## config.mk

```make
export PLATFORM = sky130hd
export DESIGN_NAME = csr_access_unit
export DESIGN_NICKNAME = d
export VERILOG_FILES = /design/src/rtl/csr_access_unit.sv
export SDC_FILE = /design/constraint.sdc
export NUM_CORES = 1
export LEC_CHECK = 0
export ABC_AREA = 1
export ABC_CLOCK_PERIOD_IN_PS = 4400
export CAP_MARGIN = 25
export CELL_PAD_IN_SITES_DETAIL_PLACEMENT = 1
export CELL_PAD_IN_SITES_GLOBAL_PLACEMENT = 1
export CORE_MARGIN = 10
export CORE_UTILIZATION = 39
export CTS_CLUSTER_DIAMETER = 200
export DETAILED_ROUTE_END_ITERATION = 7
export PLACE_DENSITY = 0.86
export REMOVE_ABC_BUFFERS = 1
export SYNTH_ARGS = -nofsm -noshare
export SYNTH_HDL_FRONTEND = slang
export SYNTH_SLANG_ARGS = --single-unit
export TNS_END_PERCENT = 30
```

## constraint.sdc

```tcl
create_clock -name clk -period 4.4 [get_ports clk]
set_clock_uncertainty 0.2 [all_clocks]
set_input_delay 0.88 -clock clk [delete_from_list [all_inputs] [get_ports clk]]
set_output_delay 0.88 -clock clk [all_outputs]
set_load 0.01 [all_outputs]
```

## src/rtl/csr_access_unit.sv

```systemverilog
// Multicycle Zicsr executor: reads a CSR, computes the new value, conditionally
// writes it back and returns the old value to the register-file writeback path.
module csr_access_unit #(
    parameter int XLEN     = 32,
    parameter bit RO_CHECK = 1'b1
) (
    input  logic            clk,
    input  logic            rst_n,
    input  logic            start,
    input  logic [31:0]     instr,
    input  logic [XLEN-1:0] rs1_val,
    output logic            busy,
    output logic            done,
    output logic            illegal,
    output logic [11:0]     csr,
    output logic            csr_w,
    output logic [XLEN-1:0] wd,
    input  logic [XLEN-1:0] csr_rd,
    output logic            rd_we,
    output logic [4:0]      rd_addr,
    output logic [XLEN-1:0] rd_data
);

    typedef enum logic [2:0] {
        S_IDLE  = 3'd0,
        S_READ  = 3'd1,
        S_WRITE = 3'd2,
        S_DONE  = 3'd3,
        S_ERR   = 3'd4
    } state_t;

    state_t          state_q, state_d;
    logic [11:0]     addr_q, addr_d;
    logic [4:0]      rs1f_q, rs1f_d;
    logic [2:0]      f3_q, f3_d;
    logic [4:0]      rdf_q, rdf_d;
    logic [XLEN-1:0] rs1v_q, rs1v_d;
    logic [XLEN-1:0] old_q, old_d;
    logic            busy_q, busy_d;
    logic            done_q, done_d;
    logic            illegal_q, illegal_d;
    logic [11:0]     csr_q, csr_d;
    logic            csr_w_q, csr_w_d;
    logic [XLEN-1:0] wd_q, wd_d;
    logic            rd_we_q, rd_we_d;
    logic [4:0]      rd_addr_q, rd_addr_d;
    logic [XLEN-1:0] rd_data_q, rd_data_d;

    logic            legal_s;
    logic [XLEN-1:0] src_s;
    logic [XLEN-1:0] new_s;
    logic            do_wr_s;
    logic            ro_viol_s;

    // Decode legality of the incoming instruction and the read-modify-write datapath.
    always_comb begin
        legal_s = (instr[6:0] == 7'b1110011) && (instr[13:12] != 2'b00);
        if (f3_q[2] == 1'b0) begin
            src_s = rs1v_q;
        end else begin
            src_s = {{(XLEN-5){1'b0}}, rs1f_q};
        end
        case (f3_q[1:0])
            2'b01: begin
                new_s   = src_s;
                do_wr_s = 1'b1;
            end
            2'b10: begin
                new_s   = csr_rd | src_s;
                do_wr_s = (rs1f_q != 5'd0);
            end
            2'b11: begin
                new_s   = csr_rd & ~src_s;
                do_wr_s = (rs1f_q != 5'd0);
            end
            default: begin
                new_s   = csr_rd;
                do_wr_s = 1'b0;
            end
        endcase
        ro_viol_s = RO_CHECK && do_wr_s && (addr_q[11:10] == 2'b11);
    end

    // Next-state and next-output logic; pulse outputs default low every cycle.
    always_comb begin
        state_d   = state_q;
        addr_d    = addr_q;
        rs1f_d    = rs1f_q;
        f3_d      = f3_q;
        rdf_d     = rdf_q;
        rs1v_d    = rs1v_q;
        old_d     = old_q;
        csr_d     = csr_q;
        wd_d      = wd_q;
        rd_addr_d = rd_addr_q;
        rd_data_d = rd_data_q;
        csr_w_d   = 1'b0;
        rd_we_d   = 1'b0;
        done_d    = 1'b0;
        illegal_d = 1'b0;
        case (state_q)
            S_IDLE: begin
                if (start) begin
                    addr_d = instr[31:20];
                    rs1f_d = instr[19:15];
                    f3_d   = instr[14:12];
                    rdf_d  = instr[11:7];
                    rs1v_d = rs1_val;
                    if (legal_s) begin
                        state_d = S_READ;
                        csr_d   = instr[31:20];
                    end else begin
                        state_d   = S_ERR;
                        done_d    = 1'b1;
                        illegal_d = 1'b1;
                    end
                end else begin
                    state_d = S_IDLE;
                end
            end
            S_READ: begin
                old_d = csr_rd;
                if (ro_viol_s) begin
                    state_d   = S_ERR;
                    done_d    = 1'b1;
                    illegal_d = 1'b1;
                end else begin
                    state_d = S_WRITE;
                    wd_d    = new_s;
                    csr_w_d = do_wr_s;
                end
            end
            S_WRITE: begin
                state_d   = S_DONE;
                done_d    = 1'b1;
                rd_we_d   = (rdf_q != 5'd0);
                rd_addr_d = rdf_q;
                rd_data_d = old_q;
            end
            S_DONE:  state_d = S_IDLE;
            S_ERR:   state_d = S_IDLE;
            default: state_d = S_IDLE;
        endcase
        busy_d = (state_d != S_IDLE);
    end

    // State, latched instruction fields and registered outputs.
    always_ff @(posedge clk or negedge rst_n) begin
        if (!rst_n) begin
            state_q   <= S_IDLE;
            addr_q    <= 12'd0;
            rs1f_q    <= 5'd0;
            f3_q      <= 3'd0;
            rdf_q     <= 5'd0;
            rs1v_q    <= {XLEN{1'b0}};
            old_q     <= {XLEN{1'b0}};
            busy_q    <= 1'b0;
            done_q    <= 1'b0;
            illegal_q <= 1'b0;
            csr_q     <= 12'd0;
            csr_w_q   <= 1'b0;
            wd_q      <= {XLEN{1'b0}};
            rd_we_q   <= 1'b0;
            rd_addr_q <= 5'd0;
            rd_data_q <= {XLEN{1'b0}};
        end else begin
            state_q   <= state_d;
            addr_q    <= addr_d;
            rs1f_q    <= rs1f_d;
            f3_q      <= f3_d;
            rdf_q     <= rdf_d;
            rs1v_q    <= rs1v_d;
            old_q     <= old_d;
            busy_q    <= busy_d;
            done_q    <= done_d;
            illegal_q <= illegal_d;
            csr_q     <= csr_d;
            csr_w_q   <= csr_w_d;
            wd_q      <= wd_d;
            rd_we_q   <= rd_we_d;
            rd_addr_q <= rd_addr_d;
            rd_data_q <= rd_data_d;
        end
    end

    assign busy    = busy_q;
    assign done    = done_q;
    assign illegal = illegal_q;
    assign csr     = csr_q;
    assign csr_w   = csr_w_q;
    assign wd      = wd_q;
    assign rd_we   = rd_we_q;
    assign rd_addr = rd_addr_q;
    assign rd_data = rd_data_q;

endmodule
```

; ---- After elaboration in Yosys (flattened, before gate mapping)
; Cells that the tools add are included.
[word_totals]
romBits = 0
n_memories = 0
ramBits = 0
output_inout_bits = 86
in_bits = 99
latchBits = 0
word_cells = 53
reg_bits = 178
[classes]
n_bitwise = 4
n_mul = 0
n_reduce_logical = 11
n_div = 0
muxes = 15
magnitude_cmp = 0
n_shift = 0
n_eq_ne = 7
addsub = 0
[op_table]
columns = cell, count
row1 = case mux 32 bit (3 select lines), 1
row2 = bitwise AND 32 bit, 1
row3 = two-way mux 32 bit, 1
row4 = NOT 32 bit, 1
row5 = OR 32 bit, 1
row6 = nonzero test 5 bit, 2
row7 = two-way mux 3 bit, 3
row8 = case mux 3 bit (3 select lines), 1
row9 = == test 7 bit (second input constant), 1
row10 = == test 2 bit (second input constant), 3
row11 = two-way mux 1 bit, 6
row12 = case mux 1 bit (2 select lines), 2
row13 = AND reduction 2 bit, 2
row14 = == test 3 x 1 -> 1 bit (second input constant), 1
row15 = == test 3 x 2 -> 1 bit (second input constant), 1
row16 = zero test 3 bit, 1
row17 = case mux 1 bit (3 select lines), 1
row18 = AND reduction 3 bit, 1
row19 = nonzero test 3 bit, 1
row20 = == test 2 x 1 -> 1 bit (second input constant), 1
row21 = logical AND 1 bit, 2
row22 = nonzero test 2 bit, 1
row23 = OR reduction 2 bit, 1
row24 = NOT 1 bit, 1

; ---- Depth between registers and ports, before layout
; Gate-level depths: netlist of run 1.
[logic_depth]
word_depth = 7
ltp_mapped = 9
mapped_depth_nobuf = 8

; ---- Worst setup path after synthesis of run 1
; Ideal clock, no wire load.
[synth_timing]
kind = in2reg
from = input port instr[13]
to = register csr_q[0] (netlist: csr[0])
path_stages = 6
path_buffers = 1
setup_ns = 0.123
arrival_ns = 1.653
setup_slack_ns = 2.424
cell_sequence = or2_2 nand3_1 nor2_1 buf_2 nand2_1 nand2_1
[synth_between]
elab_chain_len = 3
[synth_rtl]
columns = item, line_no
row1 = "start, declared", 10  ; input logic [31:0] instr,
row2 = nonzero test 2 bit, 57  ; legal_s = (instr[6:0] == 7'b1110011) && (instr[13:12] != 2'b00);
row3 = logical AND 1 bit, 57
row4 = AND reduction 3 bit (no line), -
row5 = "end signal, assigned", 177  ; csr_q <= csr_d;
row6 = "end, declared", 42  ; logic [11:0] csr_q, csr_d;
; Every way passes these cells.
; A chain may end at the register's enable or synchronous reset.

; ---- Worst setup path after layout of run 1
[layout_timing]
from = input port start
to = register csr_q[8] (netlist: csr[8])
[layout_between]
elab_chain_len = 1
[layout_rtl]
columns = item, line_no
row1 = "start, declared", 9  ; input logic start,
row2 = AND reduction 3 bit (no line), -
; Every way passes these cells.

==> results of run 1 <==
==> tightest hold or removal path, stage by stage (launching register included) <==
cell     delay, ps
dfrtp_1        340
nand2_1         60
nand2_1         50
==> power groups by stage <==
stage	Clock, mW	Combinational (mW)	Sequential (mW)
after global placement	0	2.84	2.70
final	1.50	2.97	2.72
after global routing	1.60	3.36	2.81
after detailed placement	0	2.99	2.74
after CTS	1.53	3.04	2.73
after floorplan	0	1.40	2.79
==> final timing paths <==
path,from,endpoint,slack (ps),cells after the start
hold / removal,wd[24],wd[24],280,2
setup reg to reg,f3_q[1],wd[12],1830,8
hold reg to reg,wd[24],wd[24],280,2
max in group asynchronous,rst_n,rs1v_q[24],2770,2
setup / recovery,start,csr[8],1700,5
min in group asynchronous,rst_n,rd_data[23],300,1
==> flip-flops by register name, summed over array words and instances (netlist names) <==
register	flops
illegal	1
rs1f_q	5
rdf_q	5
rd_addr	5
done	1
rd_we	1
rd_data	32
csr_w	1
busy	1
old_q	32
state_q	3
addr_q	2
f3_q	3
rs1v_q	32
csr	12
wd	32
==> synthesized netlist by cell type <==
cell / count / share of area (%)
or2_2: 1 / 0.087
nand2_2: 1 / 0.087
xor2_4: 1 / 0.38
buf_2: 19 / 1.3
nor3_2: 1 / 0.14
nand4_1: 2 / 0.17
clkbuf_1: 22 / 1.1
o21ai_1: 24 / 1.7
buf_6: 7 / 1.1
nor2_4: 1 / 0.16
nor3_1: 3 / 0.21
dfrtp_1: 168 / 58
nand2_1: 359 / 19
o21ai_0: 107 / 7.4
inv_2: 5 / 0.26
inv_1: 75 / 3.9
a21oi_1: 27 / 1.9
nor2_1: 9 / 0.47
nand3_1: 32 / 2.2
and3_1: 1 / 0.087
==> area by class of cell <==
class | instances | area share [%]
clock inverters | 7 | 0.964
inverters | 80 | 3.08
repair buffers | 195 | 19.8
well taps | 229 | 2.94
flip-flops and latches | 168 | 43.2
clock buffers | 23 | 5.01
multi-input cells | 569 | 25.0
==> cell families after synthesis <==
logic type	count (synthesis)	synth area share (%)
buf+inv	128	7.75
xor+xnor	1	0.383
flops	168	58.5
simple gates	410	22.4
compound gates	158	11.0
==> metal layers <==
layer	up-vias	global-route usage, %	routed length (um)
met5	-	0	18
met4	2	6.24	322
met3	25	7.00	1700
met2	170	32.0	11200
met1	3131	23.8	10200
li1	3024	-	-
==> Flow_metrics.wiki, run 1 <==
{| class="wikitable"
! Metric !! Value
|-
| Core utilization of the finished layout || 54.0%
|-
| Nature of the critical path endpoint || flip-flop
|-
| Static leakage || 4.72 nW
|-
| Overflow after GRT || 0
|-
| First-pass iteration count of the detailed router || 4
|-
| Syn Area/Cell || 8.31 um^2
|-
| Worst Path Max Fanout || 23
|-
| Post-cts sizing count || 0
|-
| Register Area || 0.00421 mm^2
|-
| Timing-limited maximum frequency || 370 MHz
|-
| Cell variety after synth || 20
|-
| FP Rows || 49
|-
| Antenna Nets Post-Route || 0
|-
| Iteration-0 DRC count of the detailed router || 296
|-
| Hold buffers post-CTS || 0
|-
| HPWL after detailed placement || 15.7 mm
|-
| Net count of the finished layout || 1130
|-
| Synthesis Warnings || 0
|-
| Final count of negative-setup-slack endpoints || 0
|-
| Floorplan core area || 0.0180 mm^2
|-
| Number of fill cells || 2165
|-
| Chain of cells forming the critical path || clkdlybuf4s50_1 > nand3_2 > nor2_1 > nand2_1 > nand2_1
|-
| Post-CTS Repair Setup Buffers || 0
|-
| CP bufs+invs || 1
|-
| Worst Setup Start Kind || input port
|-
| Top cell by count, worst path || nand2_1
|-
| Required time of the worst setup path || 4560 ps
|-
| Detailed-route wire length per cell || 18.5 um
|-
| Arrival time at the worst endpoint || 2860 ps
|-
| Clock slew at the register clock pins of the worst setup and hold paths || 60 ps
|-
| Switching share of power || 38.9%
|-
| Die Footprint || 0.0243 mm^2
|-
| Final min period || 2700 ps
|-
| Vias/cell || 5.00
|-
| Pin count of the biggest net entering global routing || 85
|-
| Total power divided by cell area || 739 mW/mm^2
|-
| DRC violations left || 0
|-
| Antenna fix cells || 0
|-
| Clk pwr share || 20.8%
|-
| First-pass GRT wire length || 38.0 mm
|-
| Family with the most delay on the worst path || simple AND/OR/NAND/NOR gates
|-
| Fraction of power consumed by combinational cells || 41.3%
|-
| Leading cell types in the layout, fill and taps excluded || nand2_1, clkdlybuf4s50_1, dfrtp_1
|-
| Die boundary height || 156 um
|-
| Max-cap violations || 0
|-
| Area of the mapped netlist || 0.00719 mm^2
|-
| RSZ-0062 raised after global routing || false
|-
| Max Buffers Root-to-Sink || 2
|-
| Initial standard-cell utilization of the core || 39.9%
|-
| Count of buffers inserted at the top-level ports || 184
|-
| Total of flip-flops plus latches after synthesis || 168
|-
| Most common library cell in the layout ignoring fill and taps || nand2_1
|-
| H-tree level count || 4
|-
| Net Sw Power || 2.80 mW
|-
| Clock latency on the worst-skew pair || 430 ps
|-
| Final cell count without fillers || 1271
|-
| Clock Sink Count || 168
|-
| Class of the tightest hold or removal check || reg2reg
|-
| Cell count after synthesis || 865
|-
| Worst slack on hold paths || 280 ps
|-
| Area of all placed cells without fillers || 0.00974 mm^2
|-
| Transition at the pin with the smallest max-transition slack || 1050 ps
|-
| Cell Count Post-Placement || 1241
|-
| Setup WS post-layout || 1700 ps
|-
| Number of slew-limit violations in the final report || 0
|-
| Setup Total Neg Slack || 0 ps
|-
| Layout cell share with drive strength beyond 1 || 5.09%
|-
| Number of I/O pins || 185
|-
| Number of CTS-inserted buffers || 17
|-
| Global-route usage over all layers || 19.7%
|-
| Clk Tree Root Cell || clkbuf_16
|-
| Footprint of the multi-input gates || 0.00244 mm^2
|-
| Kind of critical path || in2reg
|-
| Cell area after placement || 0.00916 mm^2
|-
| Run status || finished clean
|-
| Max incr delay on CP || 830 ps
|-
| Final hold violations || 0
|-
| Sequential share of power || 37.9%
|-
| Portion of the post-synthesis area used by sequential elements || 58.5%
|-
| Initial antenna violation count || 1
|-
| Routability-driven placement congestion ratio || 0.777
|-
| Slowest-stage cell, CP || nor2_1
|-
| Worst ir drop on vdd || 399 uV
|-
| Via Count || 6352
|-
| Worst slack at placement || 1220 ps
|-
| Total Power || 7.20 mW
|-
| Final period utilization || 61.4%
|-
| Internal Dissipation || 4.39 mW
|-
| Final routed wirelength across all metal layers || 23.5 mm
|-
| Number of global-route vias before repair || 7048
|-
| Die W || 156 um
|-
| Worst slew margin relative to its limit || 29.8%
|-
| CTS tree || yes
|-
| Area added between synthesis and finish || 35.5%
|}
No activity file was read; power rests on OpenSTA's default activity.
==> run 2: changes to the inputs <==
- ABC_CLOCK_PERIOD_IN_PS: 4400 -> 2400
- CORE_UTILIZATION: 39 -> 32
- PLACE_DENSITY: 0.86 -> 0.76
- clock period: 4.4 -> 2.4 ns (I/O delays scaled with it)
==> run 2 against run 1 <==
Against the previous run:
- clock power is 85% higher
- power increased by 86%
- largest power group unchanged
- final area is 2.5% higher
- register-to-register slack got worse by 1400 ps
- non-clock buffer count grew 12
- highest routed layer unchanged
- sequential share of layout area down 1.1 points
- global-route usage fell by 3.4 points
==> Flow_metrics.wiki, run 2 (synthesis results as in run 1) <==
{| class="wikitable"
! Metric !! Value
|-
| Timing-limited maximum frequency || 487 MHz
|-
| Die W || 170 um (was 156 um)
|-
| Max incr delay on CP || 580 ps (was 830 ps)
|-
| Leading cell types in the layout, fill and taps excluded || nand2_1, clkdlybuf4s50_1, dfrtp_1 (unchanged)
|-
| Hold buffers post-CTS || 1 (was 0)
|-
| Post-CTS Repair Setup Buffers || 0 (unchanged)
|-
| Count of buffers inserted at the top-level ports || 184 (unchanged)
|-
| First-pass GRT wire length || 37.2 mm (was 38.0 mm)
|-
| Required time of the worst setup path || 1720 ps (was 4560 ps)
|-
| Reg-to-reg setup timing slack || 430 ps (was 1830 ps)
|-
| Antenna Nets Post-Route || 0 (unchanged)
|-
| Total power divided by cell area || 1340 mW/mm^2 (was 739 mW/mm^2)
|-
| Capture point of the worst path || csr[10] (was csr[8])
|-
| Final routed wirelength across all metal layers || 23.1 mm (was 23.5 mm)
|-
| Static leakage || 4.81 nW (was 4.72 nW)
|-
| Via Count || 6299 (was 6352)
|-
| Floorplan core area || 0.0220 mm^2 (was 0.0180 mm^2)
|-
| Die boundary height || 170 um (was 156 um)
|-
| CTS tree || yes (unchanged)
|-
| Kind of critical path || reg2out (was in2reg)
|-
| Iteration-0 DRC count of the detailed router || 392 (was 296)
|-
| Endpoint of the lowest-slack register-to-register path || rd_data[10] (was wd[12])
|-
| Worst reg-to-reg path cell count || 5 (was 8)
|-
| Final period utilization || 85.6%
|-
| Final min period || 2050 ps
|-
| Max-cap violations || 0 (unchanged)
|-
| Global-route usage over all layers || 16.3% (was 19.7%)
|-
| Arrival time at the worst endpoint || 1370 ps (was 2860 ps)
|-
| Max Buffers Root-to-Sink || 2 (unchanged)
|-
| Final hold violations || 0 (unchanged)
|-
| Clock slew at the register clock pins of the worst setup and hold paths || 70 ps (was 60 ps)
|-
| Most common library cell in the layout ignoring fill and taps || nand2_1 (unchanged)
|-
| Initial antenna violation count || 2 (was 1)
|-
| FP Rows || 54 (was 49)
|-
| Nature of the critical path endpoint || output port (was flip-flop)
|-
| Class of the tightest hold or removal check || reg2reg (unchanged)
|-
| Die Footprint || 0.0289 mm^2 (was 0.0243 mm^2)
|-
| DRC violations left || 0 (unchanged)
|-
| Overflow after GRT || 0 (unchanged)
|-
| Family with the most delay on the worst path || buffers and inverters (was simple AND/OR/NAND/NOR gates)
|-
| Clock latency on the worst-skew pair || 420 ps (was 430 ps)
|-
| Total Power || 13.3 mW (was 7.20 mW)
|-
| Vias/cell || 4.71 (was 5.00)
|-
| Initial standard-cell utilization of the core || 32.7% (was 39.9%)
|-
| Post-cts sizing count || 0 (unchanged)
|-
| HPWL after detailed placement || 16.2 mm (was 15.7 mm)
|-
| Final count of negative-setup-slack endpoints || 0 (unchanged)
|-
| H-tree level count || 4 (unchanged)
|-
| Worst ir drop on vdd || 522 uV (was 399 uV)
|-
| Setup WS post-layout || 346 ps (was 1700 ps)
|-
| Clock Sink Count || 168 (unchanged)
|-
| Worst Path Max Fanout || 2 (was 23)
|-
| Slowest-stage cell, CP || clkdlybuf4s50_1 (was nor2_1)
|-
| Number of CTS-inserted buffers || 17 (unchanged)
|-
| Transition at the pin with the smallest max-transition slack || 816 ps (was 1050 ps)
|-
| Crit path from || csr[10] (was start)
|-
| Number of fill cells || 2606 (was 2165)
|-
| Detailed-route wire length per cell || 17.2 um (was 18.5 um)
|-
| R2R Path Start || state_q[2] (was f3_q[1])
|-
| Routability-driven placement congestion ratio || 0.732 (was 0.777)
|-
| CP bufs+invs || 1 (unchanged)
|-
| Worst slack on hold paths || 278 ps (was 280 ps)
|-
| Stages on worst setup path || 1 (was 5)
|-
| Worst slack at placement || -17.4 ps (was 1220 ps)
|-
| Clk Tree Root Cell || clkbuf_16 (unchanged)
|-
| Pin count of the biggest net entering global routing || 61 (was 85)
|-
| Layout cell share with drive strength beyond 1 || 6.25% (was 5.09%)
|-
| Chain of cells forming the critical path || clkdlybuf4s50_1 (was clkdlybuf4s50_1 > nand3_2 > nor2_1 > nand2_1 > nand2_1)
|-
| Net count of the finished layout || 1142 (was 1130)
|-
| Worst slew margin relative to its limit || 45.4% (was 29.8%)
|-
| Area added between synthesis and finish || 38.9% (was 35.5%)
|-
| Worst Setup Start Kind || flip-flop (was input port)
|-
| Number of slew-limit violations in the final report || 0 (unchanged)
|-
| Run status || finished clean (unchanged)
|-
| Number of global-route vias before repair || 6892 (was 7048)
|-
| Number of I/O pins || 185 (unchanged)
|-
| RSZ-0062 raised after global routing || false (unchanged)
|-
| First-pass iteration count of the detailed router || 4 (unchanged)
|}
run 2: layout make-up:
class	instances	area [um^2]	area share, %
Sequential cell	168	4210	42.1
Multi-Input combinational cell	569	2440	24.4
Timing Repair Buffer	207	2090	21.0
Clock buffer	22	474	4.75
Tap cell	280	350	3.51
Inverter	80	300	3.01
Clock inverter	10	119	1.19
Antenna cell	2	5.00	0.0501
run 2: stage by stage:
| stage | std cells | utilization, % | area (um^2) | setup TNS (ps) |
|---|---|---|---|---|
| floorplan | 817 | - | 6930 | -65890 |
| CTS | 1336 | 45.5 | 9980 | 0 |
| global route | 1336 | 45.5 | 9980 | 0 |
| finish | 1338 | 45.5 | 9990 | 0 |
| detailed placement | 1303 | 42.7 | 9380 | -17.9 |
| global placement | 1303 | 42.7 | 9380 | 0 |
run 2: worst min-delay path by stage:
| stage | start | depth (start not counted) | end |
|---|---|---|---|
| final | wd[3] | 2 | wd[3] |
| after global routing | wd[1] | 2 | wd[1] |
| after detailed placement | rst_n | 1 | rd_data[15] |
| after global placement | rst_n | 1 | rd_data[15] |
| after CTS | wd[1] | 2 | wd[1] |
| after floorplan | rst_n | 0 | addr_q[10] |
run 2: power by group:
part           internal, mW  leakage [nW]  switching, mW
registers              4.15          2.04          0.718
logic                  2.45          2.48           3.25
clock network          1.62         0.294           1.15
run 2: per-layer routing:
metal / GRT usage [%] / vias to the layer above / wire [um]
li1: - / 3057 / -
met1: 19.4 / 3070 / 9970
met2: 26.9 / 157 / 10900
met3: 6.92 / 13 / 2040
met4: 3.36 / 2 / 161
met5: 0 / - / 13
==> run 3: changes to the inputs <==
- HOLD_SLACK_MARGIN: not set -> 0.08
==> results of run 3 <==
The final DEF is identical to that of run 2; final timing and power are the same.
